--- config.mk ---
export PLATFORM = sky130hd
export DESIGN_NAME = booth_r4_mult
export DESIGN_NICKNAME = d
export VERILOG_FILES = /design/src/rtl/booth_pkg.sv /design/src/rtl/booth_r4_enc.sv /design/src/rtl/booth_r4_mult.sv
export SDC_FILE = /design/constraint.sdc
export NUM_CORES = 1
export LEC_CHECK = 0
export ABC_AREA = 0
export BUFFER_PORTS_ARGS = -buffer_cell sky130_fd_sc_hd__buf_2
export CAP_MARGIN = 20
export CORE_MARGIN = 2
export CORE_UTILIZATION = 30
export DETAILED_ROUTE_END_ITERATION = 8
export PLACE_DENSITY = 0.48
export SLEW_MARGIN = 20
export SYNTH_ARGS = -nofsm -noshare
export SYNTH_HDL_FRONTEND = slang
export SYNTH_HIERARCHICAL = 1
export SYNTH_SLANG_ARGS = --single-unit
--- constraint.sdc ---
create_clock -name clk -period 4.2 [get_ports clk]
set_input_delay 0.42 -clock clk [delete_from_list [all_inputs] [get_ports clk]]
set_output_delay 0.42 -clock clk [all_outputs]
set_load 0.005 [all_outputs]
--- src/rtl/booth_pkg.sv ---
// Shared types and sizing helpers for the radix-4 Booth multiplier.
// Optional feature macro: BOOTH_R4_EARLY_TERM_EN (see booth_r4_mult.sv).
package booth_pkg;

  typedef enum logic [1:0] {
    IDLE = 2'd0,
    CALC = 2'd1,
    DONE = 2'd2
  } state_t;

  typedef enum logic [2:0] {
    ZERO = 3'd0,
    P1   = 3'd1,
    P2   = 3'd2,
    M1   = 3'd3,
    M2   = 3'd4
  } digit_t;

  localparam int CNT_W = 8;

  // One spare bit for the sign of unsigned operands, rounded up to a whole digit pair.
  function automatic int ext_width(input int width);
    return (((width + 1) % 2) == 0) ? (width + 1) : (width + 2);
  endfunction

  function automatic int n_iter(input int width);
    return ext_width(width) / 2;
  endfunction

endpackage

--- src/rtl/booth_r4_enc.sv ---
// Radix-4 Booth recoder: multiplier triplet to signed digit and the matching
// EW+1 bit two's-complement addend (0, +-A, +-2A).
module booth_r4_enc
  import booth_pkg::*;
#(
  parameter int EW = 10
) (
  input  logic [2:0]  i_triplet,
  input  logic [EW-1:0] i_a,
  output digit_t      o_digit,
  output logic [EW:0] o_addend
);

  logic [EW:0] w_a1;
  logic [EW:0] w_a2;
  logic [EW:0] w_a1_neg;
  logic [EW:0] w_a2_neg;

  assign w_a1     = {i_a[EW-1], i_a};
  assign w_a2     = {i_a, 1'b0};
  assign w_a1_neg = ~w_a1 + {{EW{1'b0}}, 1'b1};
  assign w_a2_neg = ~w_a2 + {{EW{1'b0}}, 1'b1};

  // Digit selection followed by addend formation.
  always_comb begin
    o_digit  = ZERO;
    o_addend = {(EW+1){1'b0}};
    case (i_triplet)
      3'b000, 3'b111: o_digit = ZERO;
      3'b001, 3'b010: o_digit = P1;
      3'b011:         o_digit = P2;
      3'b100:         o_digit = M2;
      3'b101, 3'b110: o_digit = M1;
      default:        o_digit = ZERO;
    endcase
    case (o_digit)
      ZERO:    o_addend = {(EW+1){1'b0}};
      P1:      o_addend = w_a1;
      P2:      o_addend = w_a2;
      M1:      o_addend = w_a1_neg;
      M2:      o_addend = w_a2_neg;
      default: o_addend = {(EW+1){1'b0}};
    endcase
  end

endmodule

--- src/rtl/booth_r4_mult.sv ---
// Sequential radix-4 Booth multiplier with start/busy/done handshake.
// Define BOOTH_R4_EARLY_TERM_EN to stop as soon as the remaining multiplier bits are uniform.
module booth_r4_mult
  import booth_pkg::*;
#(
  parameter int WIDTH = 8
) (
  input  logic               clk,
  input  logic               rst_n,
  input  logic               start,
  input  logic               is_signed,
  input  logic [WIDTH-1:0]   a,
  input  logic [WIDTH-1:0]   b,
  output logic               busy,
  output logic               done,
  output logic [2*WIDTH-1:0] product,
  output logic [7:0]         digits
);

  localparam int EW    = ext_width(WIDTH);
  localparam int NITER = n_iter(WIDTH);

  state_t             r_state;
  logic [EW-1:0]      r_a;
  logic [2*EW-1:0]    r_acc;
  logic [EW:0]        r_mult;
  logic [CNT_W-1:0]   r_cnt;
  logic               r_busy;
  logic               r_done;
  logic [2*WIDTH-1:0] r_product;
  logic [7:0]         r_digits;

  logic [EW-1:0]      w_a_ext;
  logic [EW-1:0]      w_b_ext;
  digit_t             w_digit;
  logic [EW:0]        w_addend;
  logic [2*EW-1:0]    w_addend_ext;
  logic [2*EW-1:0]    w_shifted;
  logic [2*EW-1:0]    w_acc_next;
  logic               w_term;

  assign w_a_ext = is_signed ? {{(EW-WIDTH){a[WIDTH-1]}}, a} : {{(EW-WIDTH){1'b0}}, a};
  assign w_b_ext = is_signed ? {{(EW-WIDTH){b[WIDTH-1]}}, b} : {{(EW-WIDTH){1'b0}}, b};

  booth_r4_enc #(.EW(EW)) u_enc (
    .i_triplet (r_mult[2:0]),
    .i_a       (r_a),
    .o_digit   (w_digit),
    .o_addend  (w_addend)
  );

  // Digit i carries weight 4^i, so the addend is shifted by twice the digit index.
  assign w_addend_ext = {{(EW-1){w_addend[EW]}}, w_addend};
  assign w_shifted    = w_addend_ext << {r_cnt, 1'b0};
  assign w_acc_next   = (w_digit == ZERO) ? r_acc : (r_acc + w_shifted);

`ifdef BOOTH_R4_EARLY_TERM_EN
  assign w_term = (&r_mult) | ~(|r_mult);
`else
  assign w_term = 1'b0;
`endif

  // Control FSM, datapath registers and registered outputs.
  always_ff @(posedge clk or negedge rst_n) begin
    if (!rst_n) begin
      r_state   <= IDLE;
      r_a       <= {EW{1'b0}};
      r_acc     <= {(2*EW){1'b0}};
      r_mult    <= {(EW+1){1'b0}};
      r_cnt     <= {CNT_W{1'b0}};
      r_busy    <= 1'b0;
      r_done    <= 1'b0;
      r_product <= {(2*WIDTH){1'b0}};
      r_digits  <= 8'd0;
    end else begin
      r_done <= 1'b0;
      case (r_state)
        IDLE: begin
          if (start) begin
            r_a     <= w_a_ext;
            r_acc   <= {(2*EW){1'b0}};
            r_mult  <= {w_b_ext, 1'b0};
            r_cnt   <= {CNT_W{1'b0}};
            r_busy  <= 1'b1;
            r_state <= CALC;
          end else begin
            r_state <= IDLE;
          end
        end
        CALC: begin
          if (w_term) begin
            r_state <= DONE;
          end else begin
            r_acc  <= w_acc_next;
            r_mult <= {{2{r_mult[EW]}}, r_mult[EW:2]};
            r_cnt  <= r_cnt + {{(CNT_W-1){1'b0}}, 1'b1};
            if (r_cnt == CNT_W'(NITER - 1)) begin
              r_state <= DONE;
            end else begin
              r_state <= CALC;
            end
          end
        end
        DONE: begin
          r_product <= r_acc[2*WIDTH-1:0];
          r_digits  <= r_cnt;
          r_done    <= 1'b1;
          r_busy    <= 1'b0;
          r_state   <= IDLE;
        end
        default: begin
          r_busy  <= 1'b0;
          r_state <= IDLE;
        end
      endcase
    end
  end

  assign busy    = r_busy;
  assign done    = r_done;
  assign product = r_product;
  assign digits  = r_digits;

endmodule

======== Word level (Yosys, flattened, before mapping) ========
Memory sizes are Yosys's and may differ from the RTL's.
Cells that the tools add are included.
storage, ports and cells
  output and inout bits ................... 26
  word-level logic and storage cells ...... 52
  input port bits ......................... 20
  memory bits (read-only) ................. 24
  memories kept ........................... 1
  bits in registers ....................... 77
operators by class
  equal/unequal tests ..................... 9
  bitwise operators ....................... 3
  $add $sub $neg .......................... 4
  muxes and demuxes ....................... 16
  shift-type cells ........................ 1
  reductions and logical operators ........ 8
memory list
  name              depth  width  rd ports  clocked after memory_dff  wr ports  line                source
  (name not given)  8      3      1         0                         0         booth_r4_enc.sv:28  case (i_triplet)
operator list
  cell                   number
  $pmux 11 s4            1
  $mux 20                2
  $pmux 20 s2            1
  $add 11x1->11 const B  2
  $not 11->11            2
  $pmux 11 s2            1
  $add 20x20->20         1
  $mux 10                2
  $shl 20x9->20          1
  $pmux 8 s2             1
  $mux 11                1
  $add 8x1->8 const B    1
  $eq 8x3->1 const B     1
  $mux 8                 1
  $eq 3x2->1 const B     2
  $reduce_and 2->1       3
  $reduce_and 3->1       2
  $ne 2x2->1 const B     2
  $pmux 2 s2             1
  $eq 3x1->1 const B     1
  $eq 3x3->1 const B     1
  $logic_not 3->1        1
  $mux 1                 3
  $eq 2x1->1 const B     1
  other kinds (6)        6

======== Depth between registers and ports, before layout ========
  word-level depth ........................ 7
  depth in mapped cells ................... 20

======== Modules after synthesis ========
The synthesis kept the hierarchy.
by module, submodules not included
  module         seq. area each (um^2)  area each (um^2)  times used  cells each
  booth_r4_mult  1801.7                 4180.3            1           442
  booth_r4_enc   0.0                    608.1             1           94

======== Worst setup path after synthesis ========
No wires, ideal clock.
  kind .................................... reg-to-reg
  start ................................... register r_a[1]
  end ..................................... register r_acc[15]
  clock period less this slack ............ 3950 ps
  slack ................................... 250 ps
  cell stages (with the launch flop) ...... 17
  arrival ................................. 3879 ps
  required time ........................... 4129 ps
  cells stage by stage .................... dfrtp_1 inv_1 ha_1 or4b_4 or3_1 a31oi_1 o22ai_1 mux4_2 inv_2 nor3_1 ha_1 clkbuf_1 o2111ai_1 o21ai_0 a21oi_1 or4_1 nand4_1
between the ends
  word-level cells in the longest chain between the ends .. 7
RTL lines
  what                                     line                                    source
  start, declared                          booth_r4_mult.sv:24                     logic [EW-1:0] r_a;
  start signal, assigned                   booth_r4_mult.sv:67                     r_a <= {EW{1'b0}};
  start signal, assigned                   booth_r4_mult.sv:80                     r_a <= w_a_ext;
  $not 11->11, on equally long branches    booth_r4_enc.sv:22, booth_r4_enc.sv:21
  $add 11x1->11, on equally long branches  booth_r4_enc.sv:22, booth_r4_enc.sv:21
  $pmux 11 s4 (*)                          booth_r4_enc.sv:36                      case (o_digit)
  via w_addend[7]                          booth_r4_mult.sv:36                     logic [EW:0] w_addend;
  $shl 20x9->20 (*)                        booth_r4_mult.sv:54                     assign w_shifted = w_addend_ext << {r_cnt, 1'b0};
  $add 20x20->20 (*)                       booth_r4_mult.sv:55                     assign w_acc_next = (w_digit == ZERO) ? r_acc : (r_acc + w_shifted);
  $mux 20 (*)                              booth_r4_mult.sv:55
  $pmux 20 s2 (*)                          booth_r4_mult.sv:77                     case (r_state)
  end signal, assigned                     booth_r4_mult.sv:68                     r_acc <= {(2*EW){1'b0}};
  end signal, assigned                     booth_r4_mult.sv:81                     r_acc <= {(2*EW){1'b0}};
  end signal, assigned                     booth_r4_mult.sv:94                     r_acc <= w_acc_next;
  end, declared                            booth_r4_mult.sv:25                     logic [2*EW-1:0] r_acc;
The timed path passes the listed nets; every way through them passes the cells marked *. The select of a mux whose other input is x is not followed.
A chain may end at the register's enable or synchronous reset.

======== Worst setup path in the final report ========
  start ................................... register r_mult[1]
  end ..................................... register r_acc[12]
between the ends
  word-level cells in the longest chain between the ends .. 7
RTL lines
  what                                      line                 source
  start, declared                           booth_r4_mult.sv:26  logic [EW:0] r_mult;
  start signal, assigned                    booth_r4_mult.sv:69  r_mult <= {(EW+1){1'b0}};
  start signal, assigned                    booth_r4_mult.sv:82  r_mult <= {w_b_ext, 1'b0};
  start signal, assigned                    booth_r4_mult.sv:95  r_mult <= {{2{r_mult[EW]}}, r_mult[EW:2]};
  $mem_v2 8x3 (*)                           n/a
  via w_digit[0]                            booth_r4_mult.sv:35  digit_t w_digit;
  $eq 3x3->1, or another cell as far along  booth_r4_enc.sv:36
  $pmux 11 s4 (*)                           booth_r4_enc.sv:36
  via w_addend[3]                           booth_r4_mult.sv:36
  $shl 20x9->20 (*)                         booth_r4_mult.sv:54
  $add 20x20->20 (*)                        booth_r4_mult.sv:55
  $mux 20 (*)                               booth_r4_mult.sv:55
  $pmux 20 s2 (*)                           booth_r4_mult.sv:77
Marked as above.

==> impl_results.md <==
* Result of the run: completed
* I/O pin count at 46
* Clock Path Buffers at 2
* Register area share after synthesis at 0.376
* Post-route worst setup slack at 0.173 ns
* Commonest cells after routing, fill and taps aside: 72 x sky130_fd_sc_hd__dfrtp_1, 65 x sky130_fd_sc_hd__nand2_1, 44 x sky130_fd_sc_hd__buf_2
* Nature of the critical path endpoint: flop
* Total design power at 4230 uW
* Final number of hold-violating endpoints at 0
* Worst-Margin Slew at 0.974 ns
* Die Ht at 130 um
* Most common library cell in the layout ignoring fill and taps: sky130_fd_sc_hd__dfrtp_1
* Number of flops mapped to enable cells by yosys at 0
* Final number of setup-violating endpoints at 0
* Total wire length at 12.8 mm
* Post-synthesis cell area at 0.00479 mm^2
* Class of the most critical hold timing path: input pin to asynchronous set/reset pin
* Antenna violations before repair at 0
* Via Count at 4,180
* Syn nets at 577
* Number of cells traversed by the worst register-to-register path at 16
* Post-route DRC violation count at 0
* Share of layout cells above drive strength 1 at 0.226
* Fin Setup TNS at 0 ns
* Wire length of the first global-routing pass at 20.8 mm
* Count of nets after finishing at 630
* Worst Path Class, Setup: flop to flop
* Register bit total from synthesis at 72
* Fill cells at 1,610
* Count of buffers inserted at the top-level ports at 45
* Largest net degree at the start of global routing at 73
* ANT cells at 0
* Required time of the worst setup path at 4.43 ns
* CTS clk-pin slew, worst paths at 0.06 ns
* Pwr per Cell Area at 739 mW/mm^2
* Category of the worst setup path launch point: flop
* Final critical path time including I/O delays and setup at 4.03 ns
* Combined global-route utilization of all metal layers at 0.157
* Slew Viols, Final at 0
* Post-detailed-route count of antenna-violating nets at 0
* Area of combinational cells with multiple inputs at 0.00287 mm^2
* Sink Count at 72
* Worst-case clock skew at 0.00995 ns
* Count of mapped cells out of synthesis at 536
* Sequential cell area at 0.00180 mm^2
* Number of rows created at floorplan at 46
* Number of distinct library cells after synthesis at 65
* Clk root buf: sky130_fd_sc_hd__clkbuf_16
* Detailed-route vias per instance at 5.17
* Worst supply voltage drop on vdd at 0.280 mV
* Unrepaired setup endpoints after global routing: yes
* Number of global-route vias before repair at 4,006
* Die area at 0.0170 mm^2
* Highest net fanout along the worst path at 21
* Normalized max-slew margin at 0.351
* Mean instance size in the synthesized netlist at 8.93 um^2
* DRC violation total after the first TritonRoute iteration at 278
* Clock tree from TritonCTS: built
* Leakage Power at 0.00261 uW
* Count of yosys warnings during synthesis at 6
* Initial core utilization at 0.305
* Hold-fix buffers at CTS at 0
* Final Cycle Share at 0.959
* Async S/R FF share, synth at 1.00
* Deepest level of the CTS H-tree at 3
* Crit path arrival time at 4.26 ns
* Avg WL per Cell at 15.8 um
* Clock buffers created by TritonCTS at 9
* Placed wire-length estimate after detailed placement at 9.04 mm
* Final weighted congestion of routability-driven global placement at 0.850
* Startpoint of the most critical register-to-register path: r_mult[1]$_DFFE_PN0P_
* Core occupancy in the finished layout at 0.365
* Most frequently used flop master after synthesis: sky130_fd_sc_hd__dfrtp_1
* Highest clock frequency the design can meet at 248 MHz
* Congestion Overflow GR at 0
* Synth-to-Final Area Change at 19.6%
* Placeable core region at 0.0157 mm^2
* Worst setup path startpoint: r_mult[1]$_DFFE_PN0P_
* Clock insertion delay at the later pin of the skew report at 0.35 ns
* Chip width at 130 um
* Place WS at 0.0115 ns
* Number of max-cap violations at 0
* Number of optimization iterations in the first detailed-route pass at 4
==> area by class of cell <==
| cell class | count | share of cell area |
|---|---|---|
| tap | 216 | 0.0472 |
| timing repair buffer | 72 | 0.0751 |
| inverter | 15 | 0.00983 |
| sequential | 72 | 0.315 |
| multi-input combinational | 419 | 0.502 |
| clock buffer | 10 | 0.0417 |
| clock inverter | 5 | 0.00983 |
==> cell usage after synthesis (2+ instances only) <==
cell / count / area [um^2]
sky130_fd_sc_hd__dfrtp_1: 72 / 1800
sky130_fd_sc_hd__nand2_1: 65 / 244
sky130_fd_sc_hd__o32a_1: 2 / 20.0
sky130_fd_sc_hd__o22ai_1: 2 / 12.5
sky130_fd_sc_hd__xnor2_1: 8 / 70.1
sky130_fd_sc_hd__o211ai_1: 7 / 52.6
sky130_fd_sc_hd__nor3b_1: 5 / 37.5
sky130_fd_sc_hd__a22oi_1: 11 / 82.6
sky130_fd_sc_hd__or3_1: 6 / 37.5
sky130_fd_sc_hd__o31ai_1: 2 / 15.0
sky130_fd_sc_hd__a211oi_1: 8 / 60.1
sky130_fd_sc_hd__clkbuf_1: 23 / 86.3
sky130_fd_sc_hd__inv_1: 14 / 52.6
sky130_fd_sc_hd__o21a_1: 3 / 22.5
sky130_fd_sc_hd__a21oi_1: 39 / 195
sky130_fd_sc_hd__buf_6: 2 / 22.5
sky130_fd_sc_hd__nor3_1: 12 / 60.1
sky130_fd_sc_hd__a311oi_1: 2 / 17.5
sky130_fd_sc_hd__nor2_1: 34 / 128
sky130_fd_sc_hd__mux2_2: 26 / 293
sky130_fd_sc_hd__nand2b_1: 5 / 31.3
sky130_fd_sc_hd__a22o_1: 6 / 52.6
sky130_fd_sc_hd__a221oi_1: 3 / 26.3
sky130_fd_sc_hd__ha_1: 20 / 250
sky130_fd_sc_hd__o21ai_0: 39 / 195
sky130_fd_sc_hd__and2_1: 2 / 12.5
sky130_fd_sc_hd__a31oi_1: 4 / 25.0
sky130_fd_sc_hd__nor4_1: 2 / 12.5
sky130_fd_sc_hd__mux2i_1: 14 / 140
sky130_fd_sc_hd__o311ai_0: 3 / 26.3
sky130_fd_sc_hd__xor2_1: 8 / 70.1
sky130_fd_sc_hd__nor2b_1: 19 / 119
sky130_fd_sc_hd__o22a_1: 2 / 17.5
sky130_fd_sc_hd__buf_1: 4 / 15.0
sky130_fd_sc_hd__o21bai_1: 2 / 15.0
sky130_fd_sc_hd__and3_1: 3 / 18.8
sky130_fd_sc_hd__nand4_1: 2 / 12.5
sky130_fd_sc_hd__nand3_1: 20 / 100
sky130_fd_sc_hd__a21o_1: 9 / 67.6
==> sequential cells by signal, summed over array words and instances, names as in the netlist <==
signal,count
r_mult,11
digits,8
done,1
r_cnt,8
busy,1
r_state,2
r_acc,16
r_a,9
product,16
==> power by group <==
| group | internal [uW] | switching (uW) | total, uW |
|---|---|---|---|
| Clock | 473 | 321 | 794 |
| Combinational | 932 | 1350 | 2280 |
| Sequential | 893 | 260 | 1150 |
| Total | 2300 | 1930 | 4230 |
==> per-stage QoR <==
stage               instance area, um^2  hold slack [ns]  cells
floorplan                          4790            0.124    536
global placement                   5360            0.485    793
detailed placement                 5360            0.491    793
CTS                                5660            0.251    808
global route                       5730            0.267    809
finish                             5730            0.231    809
==> layer usage <==
layer	routed length, um	global-route usage	vias to the layer above	part of all wire
met2	5980	0.251	95	0.47
met4	262	0.0657	0	0.020
met1	6090	0.211	2000	0.48
li1	-	-	2065	-
met5	0	0	-	0
met3	449	0.0258	20	0.035
==> logic make-up after synthesis <==
kind of cell,after synthesis,synth area share
AOI/OAI and AO/OA,155,0.212
xor gates and xnor gates,16,0.0293
and+or+nand+nor,186,0.192
buffers and inverters,45,0.0387
adders and majority gates,21,0.0564
DFF,72,0.376
muxes,41,0.0951
==> worst max-delay path, stage by stage, from the launching register on <==
cell and delay (ns):
sky130_fd_sc_hd__dfrtp_1 0.39, sky130_fd_sc_hd__inv_1 0.06, sky130_fd_sc_hd__ha_1 0.30, sky130_fd_sc_hd__buf_4 0.23, sky130_fd_sc_hd__nor3b_1 0.41, sky130_fd_sc_hd__a21oi_1 0.08
sky130_fd_sc_hd__o21ai_1 0.34, sky130_fd_sc_hd__mux4_2 0.32, sky130_fd_sc_hd__inv_2 0.06, sky130_fd_sc_hd__nor3_1 0.27, sky130_fd_sc_hd__ha_2 0.40, sky130_fd_sc_hd__a21oi_2 0.15
sky130_fd_sc_hd__o31ai_2 0.08, sky130_fd_sc_hd__a21o_1 0.20, sky130_fd_sc_hd__o31a_1 0.28, sky130_fd_sc_hd__xor2_1 0.14, sky130_fd_sc_hd__a22o_1 0.19
==> worst paths after layout <==
check,slack (ns),endpoint
worst max-delay path,0.17,r_acc[12]$_DFFE_PN0P_
worst min-delay path,0.23,product[13]$_DFFE_PN0P_
worst max register to register,0.17,r_acc[12]$_DFFE_PN0P_
worst min register to register,0.50,product[7]$_DFFE_PN0P_
max in group asynchronous,3.35,digits[4]$_DFFE_PN0P_
min in group clk,0.26,r_a[4]$_DFFE_PN0P_
==> what timing repair did <==
| item | in CTS | in global routing |
|---|---|---|
| setup buffers | 0 | 1 |
| gates cloned | 0 | 0 |
| setup endpoints to repair | 1 | 7 |
| gates resized for setup | 2 | 18 |
| pin swaps | 0 | 1 |
Note: power is estimated with default switching activity, not from simulation.
